[src/rtl/inst_prefetch_queue_pkg.sv]
// Shared widths, state encodings and the queue entry layout for the instruction prefetch queue.
package inst_prefetch_queue_pkg;

   localparam int SYS_ADDR_SPACE = 32;
   localparam int INST_WIDTH     = 32;

   localparam logic [SYS_ADDR_SPACE-1:0] PC_STEP = 32'd4;

   typedef enum logic {
      PQ_RUN   = 1'b0,
      PQ_FLUSH = 1'b1
   } pq_state_t;

   typedef struct packed {
      logic [SYS_ADDR_SPACE-1:0] pc;
      logic [INST_WIDTH-1:0]     inst;
   } pq_entry_t;

endpackage

[src/rtl/inst_prefetch_queue_pq_fifo.sv]
// Synchronous FIFO, DEPTH a power of two; registered push, read data combinational from the head.
// Pop on empty is ignored; push on full is accepted only with a same-cycle pop; clear beats push.
module pq_fifo #(
   parameter int WIDTH = 64,
   parameter int DEPTH = 4
) (
   input  logic                     clk_i,
   input  logic                     rst_i,
   input  logic                     push,
   input  logic                     pop,
   input  logic                     clear,
   input  logic [WIDTH-1:0]         wdata,
   output logic [WIDTH-1:0]         rdata,
   output logic                     full,
   output logic                     empty,
   output logic [$clog2(DEPTH):0]   count
);

   localparam int AW = $clog2(DEPTH);
   localparam int CW = AW + 1;

   logic [WIDTH-1:0] mem [DEPTH];
   logic [AW-1:0]    rd_ptr;
   logic [AW-1:0]    wr_ptr;
   logic [CW-1:0]    cnt;
   logic             do_push;
   logic             do_pop;

   assign empty   = (cnt == '0);
   assign full    = (cnt == CW'(DEPTH));
   assign count   = cnt;
   assign rdata   = mem[rd_ptr];
   assign do_pop  = pop && !empty && !clear;
   assign do_push = push && !clear && (!full || do_pop);

   always_ff @(posedge clk_i or negedge rst_i) begin
      if (!rst_i) begin
         rd_ptr <= '0;
         wr_ptr <= '0;
         cnt    <= '0;
      end else if (clear) begin
         rd_ptr <= '0;
         wr_ptr <= '0;
         cnt    <= '0;
      end else begin
         if (do_push) wr_ptr <= wr_ptr + AW'(1);
         if (do_pop)  rd_ptr <= rd_ptr + AW'(1);
         cnt <= cnt + CW'(do_push) - CW'(do_pop);
      end
   end

   // Storage carries no reset: entries are only ever read behind a valid count.
   always_ff @(posedge clk_i) begin
      if (do_push) mem[wr_ptr] <= wdata;
   end

endmodule

[src/rtl/inst_prefetch_queue.sv]
// Instruction prefetch queue: redirect-to-valid is 3 cycles with a 1-cycle memory; IF backpressure fills the
// queue and then stalls issue via credits. PREFETCH_ALIGN_CHECK_EN adds the sticky misaligned-redirect anomaly.
module inst_prefetch_queue
   import inst_prefetch_queue_pkg::*;
#(
   parameter int                        DEPTH    = 4,
   parameter logic [SYS_ADDR_SPACE-1:0] RESET_PC = '0
) (
   input  logic                      clk_i,
   input  logic                      rst_i,
   input  logic [SYS_ADDR_SPACE-1:0] pc_i,
   input  logic                      pc_we_i,
   output logic                      imem_req_o,
   output logic [SYS_ADDR_SPACE-1:0] imem_addr_o,
   input  logic                      imem_gnt_i,
   input  logic                      imem_rvalid_i,
   input  logic [INST_WIDTH-1:0]     imem_rdata_i,
   output logic                      valid_o,
   input  logic                      ready_i,
   output logic [INST_WIDTH-1:0]     inst_o,
   output logic [SYS_ADDR_SPACE-1:0] pc_o,
   output logic                      anomaly_o
);

   localparam int CW = $clog2(DEPTH) + 1;
   localparam logic [CW:0] DEPTH_W = (CW+1)'(DEPTH);

   logic [SYS_ADDR_SPACE-1:0] fetch_pc;
   logic [SYS_ADDR_SPACE-1:0] resp_pc;
   logic [SYS_ADDR_SPACE-1:0] redirect_pc;
   logic [CW-1:0]             inflight;
   logic [CW-1:0]             inflight_next;
   logic [CW-1:0]             drop_cnt;
   logic [CW-1:0]             count;
   logic [CW:0]               credit_used;
   pq_state_t                 state;
   logic                      anomaly;
   logic                      fire;
   logic                      push;
   logic                      pop;
   logic                      empty;
   logic                      unused_full;
   pq_entry_t                 wr_entry;
   pq_entry_t                 rd_entry;

`ifdef PREFETCH_ALIGN_CHECK_EN
   assign redirect_pc = pc_i;

   always_ff @(posedge clk_i or negedge rst_i) begin
      if (!rst_i) begin
         anomaly <= 1'b0;
      end else if (pc_we_i && (pc_i[1:0] != 2'b00)) begin
         anomaly <= 1'b1;
      end
   end
`else
   logic unused_align;
   assign unused_align = ^pc_i[1:0];
   assign redirect_pc  = {pc_i[SYS_ADDR_SPACE-1:2], 2'b00};
   assign anomaly      = 1'b0;
`endif

   // Buffered words plus outstanding fetches may never exceed DEPTH, so a response always finds room.
   assign credit_used   = {1'b0, count} + {1'b0, inflight};
   assign imem_req_o    = rst_i && !pc_we_i && !anomaly && (credit_used < DEPTH_W);
   assign imem_addr_o   = fetch_pc;
   assign fire          = imem_req_o && imem_gnt_i;
   assign inflight_next = inflight + CW'(fire) - CW'(imem_rvalid_i);

   assign push     = imem_rvalid_i && (state == PQ_RUN) && !pc_we_i;
   assign wr_entry = '{pc: resp_pc, inst: imem_rdata_i};
   assign valid_o  = !empty && !pc_we_i;
   assign pop      = valid_o && ready_i;
   assign inst_o   = empty ? '0 : rd_entry.inst;
   assign pc_o     = empty ? '0 : rd_entry.pc;
   assign anomaly_o = anomaly;

   pq_fifo #(
      .WIDTH ($bits(pq_entry_t)),
      .DEPTH (DEPTH)
   ) u_fifo (
      .clk_i (clk_i),
      .rst_i (rst_i),
      .push  (push),
      .pop   (pop),
      .clear (pc_we_i),
      .wdata (wr_entry),
      .rdata (rd_entry),
      .full  (unused_full),
      .empty (empty),
      .count (count)
   );

   always_ff @(posedge clk_i or negedge rst_i) begin
      if (!rst_i) begin
         fetch_pc <= RESET_PC;
         resp_pc  <= RESET_PC;
         inflight <= '0;
         drop_cnt <= '0;
         state    <= PQ_RUN;
      end else begin
         inflight <= inflight_next;
         if (pc_we_i) begin
            // Everything still outstanding after this cycle belongs to the old stream.
            fetch_pc <= redirect_pc;
            resp_pc  <= redirect_pc;
            drop_cnt <= inflight_next;
            state    <= (inflight_next != '0) ? PQ_FLUSH : PQ_RUN;
         end else begin
            if (fire) fetch_pc <= fetch_pc + PC_STEP;
            if (imem_rvalid_i) begin
               if (state == PQ_FLUSH) begin
                  drop_cnt <= drop_cnt - CW'(1);
                  if (drop_cnt == CW'(1)) state <= PQ_RUN;
               end else begin
                  resp_pc <= resp_pc + PC_STEP;
               end
            end
         end
      end
   end

endmodule

[config.mk]
export PLATFORM = sky130hd
export DESIGN_NAME = inst_prefetch_queue
export DESIGN_NICKNAME = d
export VERILOG_FILES = /design/src/rtl/inst_prefetch_queue_pkg.sv /design/src/rtl/inst_prefetch_queue_pq_fifo.sv /design/src/rtl/inst_prefetch_queue.sv
export SDC_FILE = /design/constraint.sdc
export NUM_CORES = 1
export LEC_CHECK = 0
export ABC_AREA = 1
export CAP_MARGIN = 40
export CORE_MARGIN = 1.5
export CORE_UTILIZATION = 40
export CTS_BUF_LIST = sky130_fd_sc_hd__clkbuf_4
export CTS_CLUSTER_DIAMETER = 200
export DETAILED_ROUTE_END_ITERATION = 16
export PLACE_DENSITY = 0.68
export SETUP_SLACK_MARGIN = 0.4
export SYNTH_ARGS = -nofsm -noshare
export SYNTH_HDL_FRONTEND = slang
export SYNTH_SLANG_ARGS = --single-unit
[constraint.sdc]
create_clock -name clk_i -period 11.7 [get_ports clk_i]
set_input_delay 2.34 -clock clk_i [delete_from_list [all_inputs] [get_ports clk_i]]
set_output_delay 2.34 -clock clk_i [all_outputs]
set_load 0.05 [all_outputs]
==> metrics <==
vias in the first global route 11390; critical path's slowest cell clkdlybuf4s50_1; Buf/Inv on CP 4; Total Routing Usage GR 0.2002; CTS root buffer clkbuf_4; routed len/inst 16.69 um; crit path max fanout 63; post-CTS sizing 0; Post-Route WL 37840 um; total gr overflow 0; most common cell in the netlist nor2_1; Hold Buf Count CTS 0; post-DP HPWL 23210 um; die height 195.3 um; Arr. time, crit path 4.14 ns; number of synthesized register bits 322; ys async rst share 0.2298; met3 WL 2602 um; mean number of vias per cell 5.108; CP required 9.36 ns; core outline area 36520 sq um; Final period util 0.5540; Mapped Cells 1534; first-pass GRT wire length 59640 um; ANT nets after route 0; CTS tree built; top cells by count, synth 360 x nor2_1, 248 x edfxtp_1, 248 x nand2_1; Ys Warns 0; via count 11590; Largest stage delay, worst path 0.88 ns; Final Setup Violations 0; Setup TNS Final 0 ns; Synth top area share 0.5035; Final min period 6.482 ns; Clock transition at path regs 0.06 ns; final hold violations 0; Rel. slew slack 0.4139; Achievable Freq 0.1543 GHz; fin nets 1822; Worst setup SP type flop; CP Capture Type output port; Top FF cell, synth edfxtp_1; Util after Layout 0.4951; largest cells by area after synthesis edfxtp_1 50%, dfrtp_1 13%, nor2_1 9.1%; Hold Path Class flop to flop; # DRC 0; clock latency on the worst-skew pair 0.75 ns; Tightest Pin Transition 0.8792 ns; Highest Signal Layer met4; Mean Syn Cell Area 9.643 sq um; Worst path most repeated cell buf_4; post-synth top area cell edfxtp_1; Die Span X 195.3 um; clock power share 0.237; CTS H-tree lvls 3; antenna violations before repair 1; RSZ-0062 raised after global routing no; die area 38140 sq um; # IOs 169; Initial Util 0.4050; NetSw 1.789 mW; Gate power share 0.403; overall power 4.209 mW; number of synthesized flops with an enable pin 248; DRT Pass-1 Iters 5; postcts setup bufs 0; leakage 6.918 nW; distinct cell type count after synthesis 40; critical path class flop to output port; CP delay by family, top buffers and inverters; IO buf count 161; met2 WL 17510 um; max_cap viols 0; sequential share of the synthesized area 0.6287; met1 WL 16700 um; CP cell instances buf_4, inv_2, buf_4, nor2_1, o21ai_0, a21oi_1, clkdlybuf4s50_1; # rows 70; worst vdd ir 0.1589 mV; Flop pwr share 0.360; Area Growth Syn to Fin 22.24%; GP Congestion 0.8854; pin count of the biggest net entering global routing 83; mapped cell area 14790 sq um; DR iter-0 viols 631; Slew Viols, Final 0; Cell Pwr Density 232.8 nW/um^2; Num CTS Buffers 88; Net Sw Frac 0.4250; fraction of layout cells with a size suffix above 1 0.1045; clock sink total 322; Pint 2.420 mW; outcome finished clean; buffer depth of the longest clock path 3; Worst Skew 0.08166 ns
-- state kept, by name, indices dropped and copies added (netlist names) --
signal and count:
u_fifo.wr_ptr 2, u_fifo.count 3, resp_pc 30, u_fifo.rd_ptr 2, drop_cnt 3, u_fifo.mem 248
state 1, imem_addr_o 30, inflight 3
-- metal layers --
layer / up-vias / track usage
met5: - / 0
met4: 0 / 0.08814
met3: 61 / 0.04041
met2: 429 / 0.3164
met1: 5467 / 0.2678
li1: 5628 / -
-- power groups by stage --
stage / Sequential (mW) / Clock [mW] / Combinational [mW]
4_1_cts: 1.51 / 1.03 / 1.71
3_3_place_gp: 1.53 / 0 / 1.65
3_5_place_dp: 1.53 / 0 / 1.71
5_1_grt: 1.53 / 1.09 / 1.82
6_report: 1.51 / 0.998 / 1.70
2_1_floorplan: 1.54 / 0 / 1.08
-- path summary, 6_finish.rpt --
| check | slack [ns] | cells past startpoint | end | startpoint |
|---|---|---|---|---|
| setup / recovery | 5.22 | 7 | pc_o[16] | u_fifo.rd_ptr[1] |
| hold / removal | 0.57 | 2 | u_fifo.wr_ptr[1] | u_fifo.wr_ptr[1] |
| setup reg to reg | 8.85 | 12 | drop_cnt[1] | u_fifo.count[1] |
| hold reg to reg | 0.57 | 2 | u_fifo.wr_ptr[1] | u_fifo.wr_ptr[1] |
| max in group asynchronous | 9.15 | 2 | resp_pc[29] | rst_i |
| min in group asynchronous | 1.48 | 1 | imem_addr_o[25] | rst_i |
-- kinds of logic (layout without fill, tap and decap cells) --
logic type | Yosys count | count (layout) | share of synthesized area
AO/OA/AOI/OAI | 287 | 287 | 0.1024
other | 1 | 6 | 0.0002535
AND/OR/NAND/NOR | 720 | 720 | 0.1968
buffers and inverters | 172 | 433 | 0.04779
XOR/XNOR | 16 | 16 | 0.009474
adder cells (fa/ha/maj) | 16 | 16 | 0.01455
flip-flops | 322 | 322 | 0.6287
-- cell usage in the layout, fill, tap and decap left out, types with 3 or more instances in the layout --
cell type        instances
buf_16                   4
a31oi_1                  8
nand3_1                 79
nand3b_1                 4
nand2_2                  3
o21ai_0                156
inv_2                    6
xor2_1                  10
nor2_1                 356
clkinv_2                 5
o211ai_1                 6
nor2_4                   7
nand2_1                248
clkinv_1                19
or2_2                    3
o21ai_1                  4
nor2_2                   3
conb_1                   5
clkdlybuf4s50_1        159
buf_12                   3
xnor2_1                  6
nand4_1                  7
a21oi_1                102
dfrtp_1                 72
clkbuf_4               125
edfxtp_1               248
nor3_1                   7
ha_1                    14
o211ai_2                 5
inv_1                   93
buf_4                   13
-- tightest hold or removal path, delay by kind of cell (launching register included) --
kind,cells,cell delay [ns]
AND/OR/NAND/NOR,2,0.15
flip-flops,1,0.39
-- layout make-up --
class / count / area, sq um
clock inverter: 28 / 172.7
inverter: 99 / 371.6
fill: 3350 / 18440
sequential: 322 / 9304
antenna: 1 / 2.502
multi-input combinational: 1044 / 4831
timing repair buffer: 181 / 1876
clock buffer: 125 / 938.4
tap: 468 / 585.6
-- metrics by stage --
step	cells	worst slack, ns	hold slack (ns)	cell area [sq um]
finish	2268	5.218	0.5662	18080
global route	2268	5.033	0.6014	18080
CTS	2267	5.066	0.5693	18080
detailed placement	2114	5.490	0.5543	16970
global placement	2106	5.507	0.5389	16790
floorplan	1538	5.560	0.5152	14810
Power figures use the tool's default switching activity.
